**config.mk**
```make
export PLATFORM = sky130hd
export DESIGN_NAME = booth_seq_multiplier
export DESIGN_NICKNAME = d
export VERILOG_FILES = /design/src/rtl/booth_seq_multiplier_pkg.sv /design/src/rtl/booth_seq_multiplier_pp_select.sv /design/src/rtl/booth_seq_multiplier.sv
export SDC_FILE = /design/constraint.sdc
export NUM_CORES = 1
export LEC_CHECK = 0
export BUFFER_PORTS_ARGS = -buffer_cell sky130_fd_sc_hd__buf_2
export CORE_AREA = 2 2 164 126
export DETAILED_ROUTE_END_ITERATION = 10
export DIE_AREA = 0 0 166 128
export PLACE_DENSITY = 0.8
export SLEW_MARGIN = 20
export SYNTH_ARGS = -nofsm -noshare
export SYNTH_HDL_FRONTEND = slang
export SYNTH_HIERARCHICAL = 1
export SYNTH_SLANG_ARGS = --single-unit
```
**constraint.sdc**
```tcl
create_clock -name clk -period 5.3 [get_ports clk]
set_input_delay 0.53 -clock clk [delete_from_list [all_inputs] [get_ports clk]]
set_output_delay 0.53 -clock clk [all_outputs]
set_load 0.03 [all_outputs]
```
**src/rtl/booth_seq_multiplier_pkg.sv**
```systemverilog
// Shared definitions for the radix-4 Booth sequential multiplier.
//   WIDTH_DEF : default operand width
//   ST_*      : FSM state encoding (IDLE/RUN/DONE), also exposed on the debug port
//   SEG_*     : 3-bit Booth segment codes {b[2i+1], b[2i], b[2i-1]}
package booth_seq_multiplier_pkg;

  localparam int WIDTH_DEF = 26;

  localparam logic [1:0] ST_IDLE = 2'd0;
  localparam logic [1:0] ST_RUN  = 2'd1;
  localparam logic [1:0] ST_DONE = 2'd2;

  typedef enum logic [1:0] {
    S_IDLE = ST_IDLE,
    S_RUN  = ST_RUN,
    S_DONE = ST_DONE
  } state_e;

  // Booth segment codes and the partial product each selects
  localparam logic [2:0] SEG_Z0  = 3'b000;  // 0
  localparam logic [2:0] SEG_P1A = 3'b001;  // +A
  localparam logic [2:0] SEG_P1B = 3'b010;  // +A
  localparam logic [2:0] SEG_P2  = 3'b011;  // +2A
  localparam logic [2:0] SEG_M2  = 3'b100;  // -2A
  localparam logic [2:0] SEG_M1A = 3'b101;  // -A
  localparam logic [2:0] SEG_M1B = 3'b110;  // -A
  localparam logic [2:0] SEG_Z1  = 3'b111;  // 0

endpackage

```
**src/rtl/booth_seq_multiplier_pp_select.sv**
```systemverilog
// Combinational radix-4 Booth partial-product selector.
//   A   in  WIDTH    signed multiplicand
//   seg in  3        Booth segment {b[2i+1], b[2i], b[2i-1]}
//   pp  out 2*WIDTH  signed partial product (0, +-A, +-2A), sign-extended
module booth_pp_select
  import booth_seq_multiplier_pkg::*;
#(
  parameter int WIDTH = WIDTH_DEF
) (
  input  logic [WIDTH-1:0]   A,
  input  logic [2:0]         seg,
  output logic [2*WIDTH-1:0] pp
);

  logic [2*WIDTH-1:0] a_ext;
  logic [2*WIDTH-1:0] a_ext_x2;

  // Working at full product width keeps +-2A of the most negative A exact.
  assign a_ext    = {{WIDTH{A[WIDTH-1]}}, A};
  assign a_ext_x2 = {a_ext[2*WIDTH-2:0], 1'b0};

  always_comb begin
    pp = '0;
    case (seg)
      SEG_Z0, SEG_Z1:   pp = '0;
      SEG_P1A, SEG_P1B: pp = a_ext;
      SEG_P2:           pp = a_ext_x2;
      SEG_M2:           pp = ~a_ext_x2 + 1'b1;
      SEG_M1A, SEG_M1B: pp = ~a_ext + 1'b1;
      default:          pp = '0;
    endcase
  end

endmodule

```
**src/rtl/booth_seq_multiplier.sv**
```systemverilog
// Iterative radix-4 Booth multiplier: one Booth segment per RUN cycle,
// WIDTH/2 RUN cycles per product, exact 2*WIDTH signed result.
//   clk, rst      clock, synchronous active-high reset
//   in_valid      operand pair valid          in_ready  accepts (IDLE only)
//   multiplicand  signed A                    multiplier signed B
//   out_valid     product valid (held)        out_ready downstream accepts
//   product       signed A*B (zero unless out_valid)
//   busy          high in RUN or DONE         dbg_state FSM state (ST_* encoding)
//
// Handshake: a transfer happens on a rising edge where valid && ready are both
// high; the producer holds data and valid stable until that edge. Input side
// accepts only in IDLE, output side completes only in DONE; there is no bypass
// from DONE straight into a new operation.
module booth_seq_multiplier
  import booth_seq_multiplier_pkg::*;
#(
  parameter int WIDTH = WIDTH_DEF
) (
  input  logic               clk,
  input  logic               rst,
  input  logic               in_valid,
  output logic               in_ready,
  input  logic [WIDTH-1:0]   multiplicand,
  input  logic [WIDTH-1:0]   multiplier,
  output logic               out_valid,
  input  logic               out_ready,
  output logic [2*WIDTH-1:0] product,
  output logic               busy,
  output logic [1:0]         dbg_state
);

  localparam int NSEG  = WIDTH / 2;
  localparam int SEG_W = (NSEG > 1) ? $clog2(NSEG) : 1;

  state_e             state_q, state_d;
  logic [WIDTH-1:0]   a_q, a_d;
  logic [WIDTH:0]     sreg_q, sreg_d;      // {B, 1'b0}, shifted right 2 per segment
  logic [2*WIDTH-1:0] acc_q, acc_d;
  logic [SEG_W-1:0]   seg_idx_q, seg_idx_d;

  logic [2*WIDTH-1:0] pp;
  logic [2*WIDTH-1:0] pp_shifted;
  logic               last_seg;

  booth_pp_select #(.WIDTH(WIDTH)) u_pp_select (
    .A   (a_q),
    .seg (sreg_q[2:0]),
    .pp  (pp)
  );

  // Weight of segment i is 4^i; carries past 2*WIDTH are dropped, which is
  // exact because the true product always fits in 2*WIDTH signed bits.
  assign pp_shifted = pp << {seg_idx_q, 1'b0};
  assign last_seg   = (seg_idx_q == SEG_W'(NSEG - 1));

  always_comb begin
    state_d   = state_q;
    a_d       = a_q;
    sreg_d    = sreg_q;
    acc_d     = acc_q;
    seg_idx_d = seg_idx_q;
    unique case (state_q)
      S_IDLE: begin
        if (in_valid) begin
          a_d       = multiplicand;
          sreg_d    = {multiplier, 1'b0};
          acc_d     = '0;
          seg_idx_d = '0;
          state_d   = S_RUN;
        end
      end
      S_RUN: begin
        acc_d     = acc_q + pp_shifted;
        sreg_d    = {{2{sreg_q[WIDTH]}}, sreg_q[WIDTH:2]};
        seg_idx_d = seg_idx_q + SEG_W'(1);
        if (last_seg) begin
          state_d = S_DONE;
        end
      end
      S_DONE: begin
        if (out_ready) begin
          state_d = S_IDLE;
        end
      end
      default: state_d = S_IDLE;
    endcase
  end

  always_ff @(posedge clk) begin
    if (rst) begin
      state_q   <= S_IDLE;
      a_q       <= '0;
      sreg_q    <= '0;
      acc_q     <= '0;
      seg_idx_q <= '0;
    end else begin
      state_q   <= state_d;
      a_q       <= a_d;
      sreg_q    <= sreg_d;
      acc_q     <= acc_d;
      seg_idx_q <= seg_idx_d;
    end
  end

  assign in_ready  = (state_q == S_IDLE);
  assign out_valid = (state_q == S_DONE);
  assign busy      = (state_q == S_RUN) || (state_q == S_DONE);
  // Partial sums are not shown outside DONE.
  assign product   = out_valid ? acc_q : '0;
  assign dbg_state = state_q;

endmodule

```
==> results of run 1 <==
what timing repair did:
item                                    in CTS  in global routing
gates cloned                                 0                  1
endpoints found under the setup margin       5                 28
pin swaps                                    0                 54
hold buffers                                 0                  0
resized for setup                            9                129
buffers inserted                             1                 32
worst max-delay path, delay by kind of cell, from the launching register on:
family | cells | cell delay, ns
xor gates and xnor gates | 1 | 0.26
muxes | 2 | 0.75
and+or+nand+nor | 5 | 1.03
adders and majority gates | 1 | 0.44
DFF | 1 | 0.38
buffers and inverters | 2 | 0.41
AOI/OAI and AO/OA | 9 | 1.89
registers in the layout, indices dropped and copies added (netlist names):
register / cells
acc_q: 52
sreg_q: 27
a_q: 26
seg_idx_q: 4
dbg_state: 2
synth_stat cells (all sizes together), types with 8 or more instances:
cell type    n  area [um2]
a211o       20         175
a211oi      36         275
a21o        27         203
a21oi      163         827
a221oi      14         123
a22oi       31         233
a31oi       13        81.3
a41o        13         130
and2        73         458
buf         33         184
clkbuf      97         364
dfxtp      111        2220
ha          57         713
inv         26        97.6
mux2        12         135
mux2i       59         591
mux4        22         495
nand2      171         644
nand2b       8        50.1
nand3       23         115
nand4       21         131
nor2       160         601
nor2b       21         131
nor3        30         199
nor4         8        80.1
o211ai      10        80.1
o21ai       92         460
o21bai      14         105
o22ai       26         163
o31ai       16         120
or3         17         121
xnor2       41         359
xor2        22         193
cells by family after synthesis:
group | Yosys count | share of synthesized area
xor gates and xnor gates | 63 | 0.0474
adders and majority gates | 58 | 0.0631
and+or+nand+nor | 561 | 0.239
AOI/OAI and AO/OA | 528 | 0.299
DFF | 111 | 0.191
muxes | 93 | 0.105
buffers and inverters | 157 | 0.0558
worst paths after layout:
path              depth (start not counted)                endpoint  slack, ns
setup / recovery                         20  acc_q[48]$_SDFFE_PP0P_       0.03
hold / removal                            3    a_q[12]$_SDFFE_PP0P_       0.39
setup reg to reg                         20  acc_q[48]$_SDFFE_PP0P_       0.03
hold reg to reg                           2  acc_q[35]$_SDFFE_PP0P_       0.49
metal layers:
metal	global-route usage	vias to the layer above
li1	-	6160
met1	0.495	6109
met2	0.503	709
met3	0.0831	104
met4	0.0910	0
met5	0	-
report_power, final:
group	total (uW)	internal [uW]	switching, uW
Clock	766	355	411
Sequential	1050	929	124
Combinational	3070	1330	1740
through the flow:
| stage | std cells | worst slack [ns] | total power [uW] | hold slack, ns | util |
|---|---|---|---|---|---|
| finish | 2006 | 0.0252 | 4890 | 0.386 | 0.723 |
| global route | 2006 | -0.129 | 5140 | 0.390 | 0.723 |
| CTS | 1973 | 0.0293 | 4460 | 0.378 | 0.680 |
| detailed placement | 1956 | -0.101 | 3680 | 0.478 | 0.661 |
| global placement | 1956 | -0.00589 | 3630 | 0.471 | 0.661 |
| floorplan | 1571 | 0.422 | 2780 | 0.433 | - |
layout make-up:
type,count,area (um2)
multi-input combinational,1304,9380
fill,1580,5480
sequential,111,2230
timing repair buffer,290,1920
tap,258,323
clock buffer,9,225
clock inverter,7,104
inverter,27,101
==> results.yml, run 1 <==
status:
  status: "complete, no violations"
die:
  die_area_um2: 21200
  floorplan.io_pins: 113
  core.rowCount: 45
  design.core.area_um2: 19800
  die_w_um: 166
  dieHeight_um: 128
  start_util: 0.588
clocking:
  clk-insertion-delay-late_ns: 0.38
  cts_max_level: 3
  tritoncts: "yes"
  tritoncts.num_buffers: 9
  clkSlewWorstSetupHoldPaths_ns: 0.09
  root_buffer: "sky130_fd_sc_hd__clkbuf_16"
  cts-root-to-sink-buffers: 2
  cts_sinks: 111
detailed_routing:
  wirelength_met1_um: 17500
  dr_wl_met3_um: 4300
  wirelength_um: 39300
  met2_wirelength_um: 16500
  drc: 0
  final_antenna_net_count: 0
  detail_route.iter0.violations: 1470
  route.detailed.vias_per_inst: 6.52
  top_signal_layer_used: "met4"
  dr_total_vias: 13100
  wl_per_cell_um: 19.6
  drt_pass1_iterations: 6
layout:
  antenna_cells_inserted: 0
  most_common_cell_after_layout_fill_and_taps_aside: "sky130_fd_sc_hd__buf_4"
  finalInstanceArea_um2: 14300
  final_net_count: 1857
  area.growth.synth_to_final_pct: 22.8
  post_route_cells_drive_above_1_share: 0.275
  mostFrequentLayoutCells: "174 x sky130_fd_sc_hd__buf_4, 168 x sky130_fd_sc_hd__nand2_1, 156 x sky130_fd_sc_hd__nor2_1"
synth:
  number_of_flops_mapped_to_enable_cells_by_yosys: 0
  yosysSeqAreaShare: 0.191
  yosys_warnings: 6
  post_synth_inst_count: 1571
  synth-seq-cells: 111
  synth.distinct_cells: 90
  synth.net_count: 1685
  syn_area_per_cell_um2: 7.40
  yosys_most_used_dff: "sky130_fd_sc_hd__dfxtp_1"
  synth_area_um2: 11600
  synthArstFlopShare: 0
critical_path:
  crit_path_start_kind: "flip-flop"
  path_common_cell: "sky130_fd_sc_hd__buf_4"
  startpoint_of_the_worst_register_to_register_path: "a_q[12]$_SDFFE_PP0P_"
  worstPathRequired_ns: 5.57
  crit_path_top_delay_cell: "sky130_fd_sc_hd__mux4_2"
  timing.critical_path.arrival_ns: 5.55
  timing.critical_path.cells: "nor4_4, buf_4, nand4_1, buf_4, nor2_2, xor2_1, o221ai_2, mux4_2, mux2i_1, o22ai_1, ha_2, and2_1, a21oi_1, nand2_1, o22ai_2, a211oi_4, o2111ai_4, a2111oi_4, o21ai_1, a32o_1"
  critical_path_class: "reg2reg"
  crit_path_start: "a_q[12]$_SDFFE_PP0P_"
  worstPathMaxFanout: 8
  max_stage_delay_ns: 0.50
  timing.critical_path.to_type: "flip-flop"
place:
  placedInstanceArea_um2: 13100
  place.detailed.hpwl_um: 28000
  numPortBuffers: 112
  place_congestion: 1.02
global_routing:
  total_congestion_overflow: 0
  grt_first_pass_wirelength_um: 59300
  via_count_of_the_first_global_routing_pass: 11300
  track_usage: 0.341
  grt_antenna_before_repair: 0
  maximum_number_of_pins_on_one_net_before_global_route_repair: 61
sta:
  max_freq_mhz: 190
  final_hold_viol_count: 0
  worst_slew_pin_slew_ns: 0.992
  final.min_clock_period_ns: 5.27
  final_min_period_over_clock_period: 0.995
  setup_tns_ns: 0
  final-max-slew-violation-count: 0
  finalClockSkew_ns: 0.0206
  slew_headroom: 0.339
  grt_setup_unrepaired: "true"
  timing.final.setup_violations: 0
min_path:
  holdCritStartpoint: "multiplicand[12]"
  timing.hold.worst.class: "in2reg"
power_and_ir_drop:
  irDropWorstVdd_mv: 0.252
  power.density_nw_per_um2: 342
  leak_pwr_uw: 0.00621
flow_run:
  max-cap-violations: 0
(Power assumes the default switching activity.)
==> run 2: changes to the inputs <==
Settings changed: CORE_AREA 2 2 164 126 to 2 2 143 145, DIE_AREA 0 0 166 128 to 0 0 145 147, PLACE_DENSITY 0.8 to 0.79.
==> results.yml, run 2 (synthesis gave the netlist of run 1 again) <==
sta:
  timing.final.setup_violations: 0
  final.setup.worst_slack_ns: 0.0723
  final.min_clock_period_ns: 5.23
  worst_slew_pin_slew_ns: 1.06
  max_freq_mhz: 191
  final_hold_viol_count: 0
  final-max-slew-violation-count: 0
  worst_hold_slack_ns: 0.381
  finalClockSkew_ns: 0.0186
  grt_setup_unrepaired: "true"
  slew_headroom: 0.293
  final_min_period_over_clock_period: 0.986
place:
  place_congestion: 1.09
  place.detailed.instances: 1994
  pre_cts_slack_ns: -0.201
  place.detailed.hpwl_um: 27600
  numPortBuffers: 112
  placedInstanceArea_um2: 13300
clocking:
  root_buffer: "sky130_fd_sc_hd__clkbuf_16"
  tritoncts: "yes"
  cts_sinks: 111
  clkSlewWorstSetupHoldPaths_ns: 0.09
  clk-insertion-delay-late_ns: 0.38
  cts-root-to-sink-buffers: 2
  cts_max_level: 3
  tritoncts.num_buffers: 9
layout:
  largest_reg_flops: 52
  most_common_cell_after_layout_fill_and_taps_aside: "sky130_fd_sc_hd__buf_4"
  antenna_cells_inserted: 0
  fillers: 1641
  regMostFlops: "acc_q"
  area.growth.synth_to_final_pct: 21.5
  finalCoreUtilization: 0.712
  post_route_cells_drive_above_1_share: 0.258
  final_net_count: 1871
  finalInstanceArea_um2: 14100
  mostFrequentLayoutCells: "187 x sky130_fd_sc_hd__buf_4, 170 x sky130_fd_sc_hd__nand2_1, 157 x sky130_fd_sc_hd__nor2_1"
  largestRegisters: "acc_q: 52 flops, sreg_q: 27 flops, a_q: 26 flops"
  finalNonFillerCells: 2032
power_and_ir_drop:
  leak_pwr_uw: 0.00622
  power.density_nw_per_um2: 332
  irDropWorstVdd_mv: 0.212
critical_path:
  timing.critical_path.arrival_ns: 5.51
  crit_path_start_kind: "flip-flop"
  critical_path_class: "reg2reg"
  timing.critical_path.to_type: "flip-flop"
  worstPathRequired_ns: 5.58
  worstPathMaxFanout: 5
detailed_routing:
  route.detailed.vias_per_inst: 6.36
  wirelength_um: 37500
  detail_route.iter0.violations: 1125
  drt_pass1_iterations: 8
  wl_per_cell_um: 18.4
  dr_total_vias: 12900
  drc: 0
  final_antenna_net_count: 0
die:
  floorplan.io_pins: 113
  design.core.area_um2: 19800
  die_area_um2: 21300
  dieHeight_um: 147
  core.rowCount: 52
  start_util: 0.586
  die_w_um: 145
min_path:
  timing.hold.worst.class: "in2reg"
global_routing:
  track_usage: 0.329
  total_congestion_overflow: 0
  grt_first_pass_wirelength_um: 58300
  maximum_number_of_pins_on_one_net_before_global_route_repair: 60
  grt_antenna_before_repair: 0
  via_count_of_the_first_global_routing_pass: 11600
flow_run:
  max-cap-violations: 0
status:
  status: "complete, no violations"
## run 2: changes by cell type in the layout (fill, tap and decap cells not counted), sizes merged
cell / change
buf: +16
clkinv: +3
inv: -3
clkbuf: -1
or4b: -1
## run 2: timing repair
item | 4_1_cts | 5_1_grt
resized for setup | 5 | 81
hold buffers | 0 | 0
pin swaps | 0 | 34
setup buffers | 0 | 22
setup endpoints to repair | 5 | 22
## run 2: cell type report
type	instances	area [um2]	area share
Sequential cell	111	2230	0.158
Timing Repair Buffer	305	2060	0.146
Clock inverter	7	86.3	0.00611
Clock buffer	9	225	0.0159
Multi-Input combinational cell	1303	9080	0.643
Tap cell	270	338	0.0239
Inverter	27	101	0.00718
## run 2: through the flow
step	setup TNS [ns]	total power, uW
after floorplan	0	2780
after global placement	-0.0619	3680
after detailed placement	-0.389	3730
after CTS	0	4460
after global routing	-0.893	4960
final	0	4700
## run 2: final timing paths
check	start	to	slack [ns]	cells after the start
setup reg to reg	a_q[10]$_SDFFE_PP0P_	acc_q[48]$_SDFFE_PP0P_	0.07	19
hold reg to reg	acc_q[39]$_SDFFE_PP0P_	acc_q[39]$_SDFFE_PP0P_	0.49	2
hold / removal	multiplicand[23]	a_q[23]$_SDFFE_PP0P_	0.38	3
setup / recovery	a_q[10]$_SDFFE_PP0P_	acc_q[48]$_SDFFE_PP0P_	0.07	19
## run 2: critical path, cell delays in order, from the launching register on
cell                        delay, ns
sky130_fd_sc_hd__dfxtp_1         0.35
sky130_fd_sc_hd__nor4_4          0.39
sky130_fd_sc_hd__buf_4           0.17
sky130_fd_sc_hd__nand4_1         0.18
sky130_fd_sc_hd__nor4_2          0.28
sky130_fd_sc_hd__nor3_1          0.09
sky130_fd_sc_hd__o311a_1         0.41
sky130_fd_sc_hd__mux4_2          0.52
sky130_fd_sc_hd__mux2i_2         0.22
sky130_fd_sc_hd__o22ai_1         0.14
sky130_fd_sc_hd__ha_1            0.40
sky130_fd_sc_hd__buf_4           0.15
sky130_fd_sc_hd__o21ai_0         0.08
sky130_fd_sc_hd__a21oi_1         0.19
sky130_fd_sc_hd__o22ai_2         0.10
sky130_fd_sc_hd__a211oi_2        0.36
sky130_fd_sc_hd__o2111ai_2       0.27
sky130_fd_sc_hd__a2111oi_4       0.44
sky130_fd_sc_hd__o21ai_1         0.11
sky130_fd_sc_hd__a32o_1          0.26
## run 2: power breakdown
part	switching (uW)	internal [uW]	total, uW	leakage (uW)
clock	383	339	722	0.000150
combinational	1650	1300	2940	0.00516
sequential	101	927	1030	0.000909
## run 2: routing by layer
metal / part of all wire / up-vias / GRT usage / routed length (um)
met5: 0 / - / 0 / 0
met4: 0.042 / 0 / 0.134 / 1570
met3: 0.075 / 135 / 0.0450 / 2820
met2: 0.47 / 657 / 0.551 / 17600
met1: 0.41 / 5955 / 0.429 / 15500
li1: - / 6177 / - / -
==> run 3: changes to the inputs <==
Settings changed: CTS_CLUSTER_SIZE from default to 40.
Clock period 5.3 ns to 6.2 ns, I/O delays scaled along.
==> results.yml, run 3 (synthesis gave the netlist of run 1 again) <==
status:
  status: "complete, no violations"
clocking:
  tritoncts.num_buffers: 9
  post-cts-setup-buffers: 0
  cts_max_level: 3
  cts_sinks: 111
  root_buffer: "sky130_fd_sc_hd__clkbuf_16"
  clkSlewWorstSetupHoldPaths_ns: 0.09
  tritoncts: "yes"
  clk-insertion-delay-late_ns: 0.38
  cts-root-to-sink-buffers: 2
place:
  place.detailed.hpwl_um: 25800
  place.detailed.instances: 1851
  place_congestion: 1.04
  numPortBuffers: 112
sta:
  worst_slew_pin_slew_ns: 0.969
  finalClockSkew_ns: 0.0171
  final_hold_viol_count: 0
  grt_setup_unrepaired: "false"
  slew_headroom: 0.354
  final_min_period_over_clock_period: 0.943
  max_freq_mhz: 171
  final-max-slew-violation-count: 0
  final.min_clock_period_ns: 5.85
  worst_hold_slack_ns: 0.474
  timing.final.setup_violations: 0
  setup_tns_ns: 0
critical_path:
  timing.critical_path.to_type: "flip-flop"
  timing.critical_path.arrival_ns: 6.12
  critical_path_class: "reg2reg"
  worstPathMaxFanout: 13
  crit_path_start: "a_q[0]$_SDFFE_PP0P_"
  crit_path_start_kind: "flip-flop"
  critPathTopFamily: "compound AO/OA/AOI/OAI gates"
  critical_path_buf_inv_count: 1
  path_common_cell: "sky130_fd_sc_hd__a21oi_1"
  max_stage_delay_ns: 0.59
  crit_path_top_delay_cell: "sky130_fd_sc_hd__or4b_4"
  startpoint_of_the_worst_register_to_register_path: "a_q[0]$_SDFFE_PP0P_"
  worstPathRequired_ns: 6.47
  timing.critical_path.cells: "inv_1, ha_1, or4b_4, nor3_2, a21oi_1, or3_4, a41o_1, mux2_2, nor2_1, a21oi_1, and2_1, a211oi_1, a21oi_1, ha_1, a21o_1, a31o_2, a221oi_2, o221ai_1, a221oi_2, o41ai_1, a31oi_1, o21bai_1, nand3_1"
power_and_ir_drop:
  power.density_nw_per_um2: 282
  leak_pwr_uw: 0.00535
  irDropWorstVdd_mv: 0.167
layout:
  mostFrequentLayoutCells: "170 x sky130_fd_sc_hd__nand2_1, 161 x sky130_fd_sc_hd__a21oi_1, 160 x sky130_fd_sc_hd__nor2_1"
  fillers: 1809
  final_net_count: 1706
  antenna_cells_inserted: 0
  post_route_cells_drive_above_1_share: 0.143
  finalNonFillerCells: 1867
  most_common_cell_after_layout_fill_and_taps_aside: "sky130_fd_sc_hd__nand2_1"
  regMostFlops: "acc_q"
  largestRegisters: "acc_q: 52 flops, sreg_q: 27 flops, a_q: 26 flops"
  largest_reg_flops: 52
  area.growth.synth_to_final_pct: 7.85
detailed_routing:
  drc: 0
  route.detailed.vias_per_inst: 6.47
  dr_total_vias: 12100
  wl_per_cell_um: 18.5
  wirelength_um: 34500
  detail_route.iter0.violations: 1119
  final_antenna_net_count: 0
  drt_pass1_iterations: 6
die:
  core.rowCount: 52
  start_util: 0.586
  dieHeight_um: 147
  floorplan.io_pins: 113
  die_area_um2: 21300
  die_w_um: 145
  design.core.area_um2: 19800
min_path:
  holdCritStartpoint: "multiplicand[6]"
  timing.hold.worst.class: "in2reg"
global_routing:
  track_usage: 0.317
  maximum_number_of_pins_on_one_net_before_global_route_repair: 90
  total_congestion_overflow: 0
  grt_antenna_before_repair: 0
  grt_first_pass_wirelength_um: 56100
  via_count_of_the_first_global_routing_pass: 11100
flow_run:
  max-cap-violations: 0
-- run 3: power breakdown --
part	switching, uW	internal (uW)	leakage (uW)	total, uW
registers	111	793	0.000908	904
logic	1240	761	0.00429	2000
clock network	339	297	0.000154	636
-- run 3: tightest hold or removal path, cell delays in order --
cell	delay [ns]
sky130_fd_sc_hd__buf_2	0.09
sky130_fd_sc_hd__nand2_1	0.04
sky130_fd_sc_hd__a21oi_1	0.05
-- run 3: layer usage --
layer,track usage,vias to the layer above,share of wire
li1,-,5842,-
met1,0.411,5644,0.42
met2,0.543,527,0.48
met3,0.0469,72,0.071
met4,0.106,0,0.031
met5,0,-,0
-- run 3: worst paths after layout --
kind	endpoint	slack [ns]	depth (start not counted)
max	acc_q[51]$_SDFFE_PP0P_	0.35	23
min	a_q[6]$_SDFFE_PP0P_	0.47	3
max reg2reg	acc_q[51]$_SDFFE_PP0P_	0.35	23
min reg2reg	acc_q[33]$_SDFFE_PP0P_	0.48	2
-- run 3: layout make-up --
| type | instances | area, um2 | area share |
|---|---|---|---|
| multi-input cells | 1303 | 8790 | 0.701 |
| inverters | 27 | 101 | 0.00808 |
| clock buffers | 9 | 225 | 0.0180 |
| repair buffers | 140 | 771 | 0.0615 |
| clock inverters | 7 | 88.8 | 0.00708 |
| well taps | 270 | 338 | 0.0269 |
| flip-flops and latches | 111 | 2230 | 0.177 |
-- run 3: timing repair --
| action | 4_1_cts | 5_1_grt |
|---|---|---|
| gates resized for setup | 0 | 4 |
| hold buffers | 0 | 0 |
| endpoints found under the setup margin | 0 | 2 |
-- run 3: stage by stage --
stage                     instance area, um2  worst slack [ns]  total power [uW]  utilization
after global routing                   12500            0.0427              3770        0.632
after floorplan                        11600              1.32              2380            -
after CTS                              12500             0.195              3500        0.631
after global placement                 12200             0.325              2830        0.615
final                                  12500             0.355              3540        0.632
after detailed placement               12200             0.219              2860        0.615
